**config.mk**
```make
export PLATFORM = sky130hd
export DESIGN_NAME = execute_stage
export DESIGN_NICKNAME = d
export VERILOG_FILES = /design/src/rtl/execute_stage.sv
export SDC_FILE = /design/constraint.sdc
export NUM_CORES = 1
export LEC_CHECK = 0
export BUFFER_PORTS_ARGS = -buffer_cell sky130_fd_sc_hd__buf_2
export CELL_PAD_IN_SITES_DETAIL_PLACEMENT = 0
export CELL_PAD_IN_SITES_GLOBAL_PLACEMENT = 2
export CORE_MARGIN = 8
export CORE_UTILIZATION = 26
export CTS_CLUSTER_SIZE = 24
export DETAILED_ROUTE_END_ITERATION = 10
export PLACE_DENSITY_LB_ADDON = 0.1
export SLEW_MARGIN = 20
export SYNTH_ARGS = -nofsm -noshare
export SYNTH_HDL_FRONTEND = slang
export SYNTH_SLANG_ARGS = --single-unit
```
**constraint.sdc**
```tcl
create_clock -name clock -period 3.2 [get_ports clock]
set_input_delay 0.48 -clock clock [delete_from_list [all_inputs] [get_ports clock]]
set_output_delay 0.48 -clock clock [all_outputs]
set_load 0.05 [all_outputs]
```
**src/rtl/execute_stage.sv**
```systemverilog
// LC-3 execute stage: ALU, address adder, dr/NZP decode, registered for mem/writeback/controller.
// Latency 1 cycle from IR/VSR inputs to registered outputs; sr1/sr2 are combinational.
// Backpressure: enable_execute=0 holds outputs, but clears NZP and exec_valid. Optional macro: EXECUTE_BYPASS_EN.
module execute_stage #(
  parameter int DATA_W = 16
) (
  input  logic              clock,
  input  logic              reset,
  input  logic              enable_execute,
  input  logic [15:0]       IR,
  input  logic [DATA_W-1:0] npc_in,
  input  logic [5:0]        E_control,
  input  logic [1:0]        W_Control_in,
  input  logic              Mem_Control_in,
  input  logic [DATA_W-1:0] VSR1,
  input  logic [DATA_W-1:0] VSR2,
`ifdef EXECUTE_BYPASS_EN
  input  logic              bypass_alu_1,
  input  logic              bypass_alu_2,
`endif
  output logic [2:0]        sr1,
  output logic [2:0]        sr2,
  output logic [DATA_W-1:0] aluout,
  output logic [DATA_W-1:0] pcout,
  output logic [2:0]        dr,
  output logic [DATA_W-1:0] M_Data,
  output logic [2:0]        NZP,
  output logic [15:0]       IR_Exec,
  output logic [1:0]        W_Control_out,
  output logic              Mem_Control_out,
  output logic              exec_valid
);

  logic [3:0]        opcode;
  logic [1:0]        alu_op;
  logic [1:0]        pcsel1;
  logic              pcsel2;
  logic              op2sel;
  logic [DATA_W-1:0] vsr1_eff, vsr2_eff, op2, alu_res, addr1, addr2;
  logic [2:0]        dr_new, nzp_new;

  logic [DATA_W-1:0] aluout_q, aluout_d, pcout_q, pcout_d, m_data_q, m_data_d;
  logic [2:0]        dr_q, dr_d, nzp_q, nzp_d;
  logic [15:0]       ir_exec_q, ir_exec_d;
  logic [1:0]        w_control_q, w_control_d;
  logic              mem_control_q, mem_control_d;
  logic              exec_valid_q, exec_valid_d;

  assign opcode = IR[15:12];
  assign alu_op = E_control[5:4];
  assign pcsel1 = E_control[3:2];
  assign pcsel2 = E_control[1];
  assign op2sel = E_control[0];

  // Register-file source addresses; stores read their data register through sr2
  always_comb begin
    sr1 = IR[8:6];
    if (opcode == 4'b0011 || opcode == 4'b0111 || opcode == 4'b1011) sr2 = IR[11:9];
    else                                                             sr2 = IR[2:0];
  end

  // Operand selection, with optional forwarding of the previous ALU result
  always_comb begin
`ifdef EXECUTE_BYPASS_EN
    vsr1_eff = bypass_alu_1 ? aluout_q : VSR1;
    vsr2_eff = bypass_alu_2 ? aluout_q : VSR2;
`else
    vsr1_eff = VSR1;
    vsr2_eff = VSR2;
`endif
    op2 = op2sel ? vsr2_eff : {{(DATA_W-5){IR[4]}}, IR[4:0]};
  end

  // ALU and address adder; both wrap modulo 2^DATA_W
  always_comb begin
    case (alu_op)
      2'd0:    alu_res = vsr1_eff + op2;
      2'd1:    alu_res = vsr1_eff & op2;
      2'd2:    alu_res = ~vsr1_eff;
      default: alu_res = '0;
    endcase
    addr1 = pcsel2 ? npc_in : vsr1_eff;
    case (pcsel1)
      2'd0:    addr2 = {{(DATA_W-11){IR[10]}}, IR[10:0]};
      2'd1:    addr2 = {{(DATA_W-9){IR[8]}}, IR[8:0]};
      2'd2:    addr2 = {{(DATA_W-6){IR[5]}}, IR[5:0]};
      default: addr2 = '0;
    endcase
  end

  // Destination register and branch mask from the opcode; unknown opcodes give 0
  always_comb begin
    dr_new  = 3'd0;
    nzp_new = 3'd0;
    case (opcode)
      4'b0001, 4'b0101, 4'b1001, 4'b0010,
      4'b0110, 4'b1010, 4'b1110: dr_new = IR[11:9];
      default:                   dr_new = 3'd0;
    endcase
    if (opcode == 4'b0000)      nzp_new = IR[11:9];
    else if (opcode == 4'b1100) nzp_new = 3'b111;
  end

  // Next-state: load on enable; on stall hold, except NZP/exec_valid drop so a branch fires once
  always_comb begin
    aluout_d      = aluout_q;
    pcout_d       = pcout_q;
    m_data_d      = m_data_q;
    dr_d          = dr_q;
    ir_exec_d     = ir_exec_q;
    w_control_d   = w_control_q;
    mem_control_d = mem_control_q;
    nzp_d         = 3'd0;
    exec_valid_d  = 1'b0;
    if (enable_execute) begin
      aluout_d      = alu_res;
      pcout_d       = addr1 + addr2;
      m_data_d      = vsr2_eff;
      dr_d          = dr_new;
      ir_exec_d     = IR;
      w_control_d   = W_Control_in;
      mem_control_d = Mem_Control_in;
      nzp_d         = nzp_new;
      exec_valid_d  = 1'b1;
    end
  end

  // State registers with synchronous active-low reset overriding enable
  always_ff @(posedge clock) begin
    if (!reset) begin
      aluout_q      <= '0;
      pcout_q       <= '0;
      m_data_q      <= '0;
      dr_q          <= '0;
      nzp_q         <= '0;
      ir_exec_q     <= '0;
      w_control_q   <= '0;
      mem_control_q <= 1'b0;
      exec_valid_q  <= 1'b0;
    end else begin
      aluout_q      <= aluout_d;
      pcout_q       <= pcout_d;
      m_data_q      <= m_data_d;
      dr_q          <= dr_d;
      nzp_q         <= nzp_d;
      ir_exec_q     <= ir_exec_d;
      w_control_q   <= w_control_d;
      mem_control_q <= mem_control_d;
      exec_valid_q  <= exec_valid_d;
    end
  end

  assign aluout          = aluout_q;
  assign pcout           = pcout_q;
  assign M_Data          = m_data_q;
  assign dr              = dr_q;
  assign NZP             = nzp_q;
  assign IR_Exec         = ir_exec_q;
  assign W_Control_out   = w_control_q;
  assign Mem_Control_out = mem_control_q;
  assign exec_valid      = exec_valid_q;

endmodule
```
# Word-level counts from Yosys, hierarchy flattened
# Cells that the tools add are included.
# word_totals
ff_bits	74
input_bits	76
output_inout_bits	80
word_cells	44
# classes
addsub	2
eq_ne	15
n_mux	9
bitwise	2
n_reduce_logical	7
# op_table
op	count
$pmux 16 s3	2
$add 16x16->16	2
$mux 16	2
$eq 4x4->1 const B	5
$and 16x16->16	1
$not 16->16	1
$eq 4x3->1 const B	3
$mux 3	4
$eq 4x2->1 const B	2
$reduce_or 7->1	1
$eq 2x1->1 const B	2
$eq 2x2->1 const B	2
$eq 4x1->1 const B	1
$logic_not 2->1	2
$logic_not 4->1	1
$logic_or 1x1->1	2
$reduce_and 2->1	1
$mux 1	1

# Longest topological paths before layout
# logic_depth
ltp_word	4
ltp_mapped	13
ltp_nobuf	11

# Worst setup path after synthesis
# OpenSTA, ideal clock, no wires.
# synth_path
path_type	input-to-reg
from	input E_control[1]
to	register pcout_q[13] (netlist: pcout[13])
setup_ps	117
arrival_ps	2960
required_time_ps	3083
path_slack_ps	122
path_stages	10
n_path_buf	2
cell_sequence	clkbuf_1 -> buf_1 -> mux2_2 -> ha_1 -> a21oi_1 -> o21ai_1 -> a211oi_2 -> a211oi_1 -> or3_1 -> a32o_1
# synth_between
elab_chain_cells	2
# synth_rtl
element	line_no	text
from (decl)	12	input logic [5:0] E_control,
$mux 16	82	addr1 = pcsel2 ? npc_in : vsr1_eff;
$add 16x16->16	117	pcout_d = addr1 + addr2;
to (signal assigned)	142	pcout_q <= pcout_d;
to (decl)	42	logic [DATA_W-1:0] aluout_q, aluout_d, pcout_q, pcout_d, m_data_q, m_data_d;
# Every way passes these cells.
# A chain may end at the register's enable or synchronous reset.

# Worst setup path after layout
# Ends and elaborated chain as after synthesis.

==> summary.txt <==
Clock tree
  • Clk sink count: 74
  • CTS resizes: 0
  • Root buf cell: clkbuf_16
  • Clk buf depth: 2
  • Worst skew pair latency: between 300 and 400 ps
  • CTS tree: yes
  • Cts hold-fix bufs: 0
  • Clock transition at the registers of the reported paths: 60 ps
  • Postcts setup bufs: 0
  • CTS Buf Count: 9
  • H-tree Lvls: 3

Floorplan
  • Starting Density: 26.2%
  • Die Span X: 152 um
  • Top Ports: 156
  • CORE AREA: around 18000 um2
  • Site Rows: 50
  • Die extent in y: 152 um
  • DIE AREA: 23200 um2

GRT
  • Vias in the first global route: 5039
  • Largest net degree at the start of global routing: 47
  • Initial antenna violation count: 6
  • Grt ovf: 0
  • Global-route wire length before repair: approximately 28000 um
  • Gr usage total: around 15%

Critical path
  • R2r setup slk: 2290 ps
  • WP data required: 3430 ps
  • Critical-path cell list: buf_2, buf_4, mux2_2, ha_1, a21oi_1, o21ai_1, a211oi_2, a211oi_1, or3_1, a32o_1
  • CP peak stage delay: 370 ps
  • Reg2Reg Depth: 4
  • Crit path kind: input port to flop
  • Worst path bufs/invs: 2
  • CP endpoint kind: flop
  • Slowest-stage cell, CP: ha_1
  • RR Startpoint: aluout[11]
  • Crit-path max FO: 11
  • Reg2reg end: aluout[11]
  • Delay-heaviest family, CP: compound AO/OA/AOI/OAI gates
  • Element type at the critical path start: input port
  • WP data arrival: 2860 ps
  • Critical path depth in cells: 10

Yosys
  • Synthesis Warnings: 0
  • Seq cells post-synth: 74
  • Combinational family with the most area after synthesis: compound AO/OA/AOI/OAI gates
  • Post-synth top area cell: dfxtp_1
  • Ys flop type: dfxtp_1
  • Synth Cell Area: 4840 um2
  • Synth Area in Adders: 8.85%
  • Post-synth EDFFs: 0
  • Synth Area in XOR/XNOR: 2.72%
  • Synth Area per Inst: 8.37 um2
  • Synth cell types: 62
  • Synth Area in Simple Gates: 18.2%
  • Mux share of post-synthesis cell area: 15.0%
  • Ranking of synthesized cells by area: dfxtp_1, mux2i_1, ha_1, nor2_1, mux2_2
  • Sequential share of the synthesized area: 30.6%
  • Synth Instances: around 580
  • Net Count, Synth: 687
  • Async set-reset flop share out of synthesis: 0%
  • Yosys top cell area share: 30.6%
  • Compound-cell area share of the yosys netlist: 20.5%

Run status
  • Run status: completed

Place
  • Place WS: 213 ps
  • Inst Count DP: 946
  • Placer Congestion: 0.878
  • Dpl hpwl: 14200 um
  • Buffers on Ports: approximately 160

Worst hold path
  • Worst Hold Depth: 3
  • Min-delay src: Mem_Control_in
  • Min-Delay Path Class: input port to flop
  • Hold EP: Mem_Control_out

STA
  • Final period utilization: 82.2%
  • Rel. slew slack: 54.8%
  • Final setup margin: 571 ps
  • Hold_ws: 374 ps
  • Setup violations, final: 0
  • Worst-Margin Slew: 677 ps
  • Worst Skew: 0 ps
  • RSZ-0062 raised after global routing: false
  • Final Max Slew Viols: 0
  • Fin crit period: 2630 ps
  • Final Hold Viols: 0
  • Final setup TNS: 0 ps
  • Max Freq: 0.380 GHz

Finish
  • NumNets Final: 832
  • Seq. cell area: 1480 um2
  • Area grow syn2layout: 28.5%
  • # fillers: 2004
  • Ratio of cells with drive above 1 in the final layout: 29.4%
  • Multi-input logic area: 3160 um2
  • Fin cells: roughly 970
  • Final core utilization: 33.7%

Route
  • Vias per cell: 4.87
  • WL final: 18000 um
  • DRC: 0
  • Post-route ant nets: 0
  • 1st-iter DRT viols: 203
  • DR WL/cell: ~19 um
  • Routed via count: 4709
  • 1st-pass router iterations: 4

Pwr
  • Worst IR Drop VDD: ~240 uV
  • Pwr Density: roughly 530 nW/um2
  • P_leak: about 3 nW

Run
  • Maxcap violations: 0
## metal layers
layer,wire length (um),global-route usage (%),vias up
met5,23,0,-
met4,249,4.28,4
met3,1150,5.42,20
met2,8260,25.2,124
met1,8280,18.7,2186
li1,-,-,2375
## tightest hold or removal path, stage by stage
cell     delay [ps]
buf_2            70
mux2i_1          50
nor2_1           70
## state kept, by name, summed over array words and instances (netlist names)
name,count
IR_Exec,16
M_Data,16
aluout,16
pcout,16
NZP,3
dr,3
W_Control_out,2
Mem_Control_out,1
exec_valid,1
## cells in the final DEF, fill, tap and decap left out, types with 4 or more instances in the layout
cell / netlist / final
and2_1: 6 / 6
buf_2: 6 / 154
nand2_1: 62 / 62
o22ai_1: 6 / 6
buf_4: 3 / 14
mux2i_1: 49 / 49
nand3_1: 14 / 14
mux2_2: 21 / 21
xnor2_1: 9 / 9
and3_1: 5 / 5
a21o_1: 10 / 10
inv_1: 13 / 13
nor2_1: 71 / 71
a21oi_1: 31 / 31
a31oi_1: 6 / 6
a211oi_1: 8 / 8
o21a_1: 9 / 9
nor2b_1: 7 / 7
ha_1: 31 / 31
dfxtp_1: 74 / 74
xor2_1: 6 / 6
clkbuf_16: 0 / 9
diode_2: 0 / 4
o21ai_0: 29 / 29
nor3b_1: 6 / 6
nand2b_1: 4 / 4
o211ai_1: 13 / 13
## per-stage QoR
stage                     total power [W]  area [um2]
after floorplan                   0.00182        4840
after global placement            0.00212        5860
after detailed placement          0.00213        5860
after CTS                         0.00336        6200
after global routing              0.00348        6210
final                             0.00330        6210
## power by group
group | leakage (nW) | internal, W | switching [W]
sequential | 0.610 | 0.000992 | 0.0000352
clock | 0.163 | 0.000766 | 0.000442
combinational | 2.19 | 0.000362 | 0.000706
total | 2.96 | 0.00212 | 0.00118
## how the worst max path moves through the flow
stage                       startpoint          to  slack (ps)
after global routing      E_control[0]  aluout[14]         320
after floorplan           E_control[1]   pcout[13]         120
after detailed placement  E_control[1]   pcout[13]         210
after CTS                 E_control[1]   pcout[13]         590
final                     E_control[1]   pcout[13]         570
after global placement    E_control[1]   pcout[13]         270
## cell families (layout without fill, tap and decap cells)
logic type / Yosys count / after routing
and+or+nand+nor: 193 / 193
AOI/OAI and AO/OA: 145 / 145
DFF: 74 / 74
muxes: 70 / 70
buffers and inverters: 48 / 198
adders and majority gates: 33 / 33
xor gates and xnor gates: 15 / 15
other: 0 / 4
## cell type report
class                           count  area share, %
Antenna cell                        4          0.161
Clock buffer                       10           3.69
Clock inverter                      6           1.85
Inverter                           14          0.846
Multi-Input combinational cell    456           50.8
Sequential cell                    74           23.8
Tap cell                          234           4.71
Timing Repair Buffer              168           14.1
## synthesized netlist by cell type (10+ instances only)
cell and instances:
a21o_1 10, a21oi_1 31, clkbuf_1 23, dfxtp_1 74, ha_1 31, inv_1 13
mux2_2 21, mux2i_1 49, nand2_1 62, nand3_1 14, nor2_1 71, o211ai_1 13
o21ai_0 29
No activity file was read; power rests on OpenSTA's default activity.
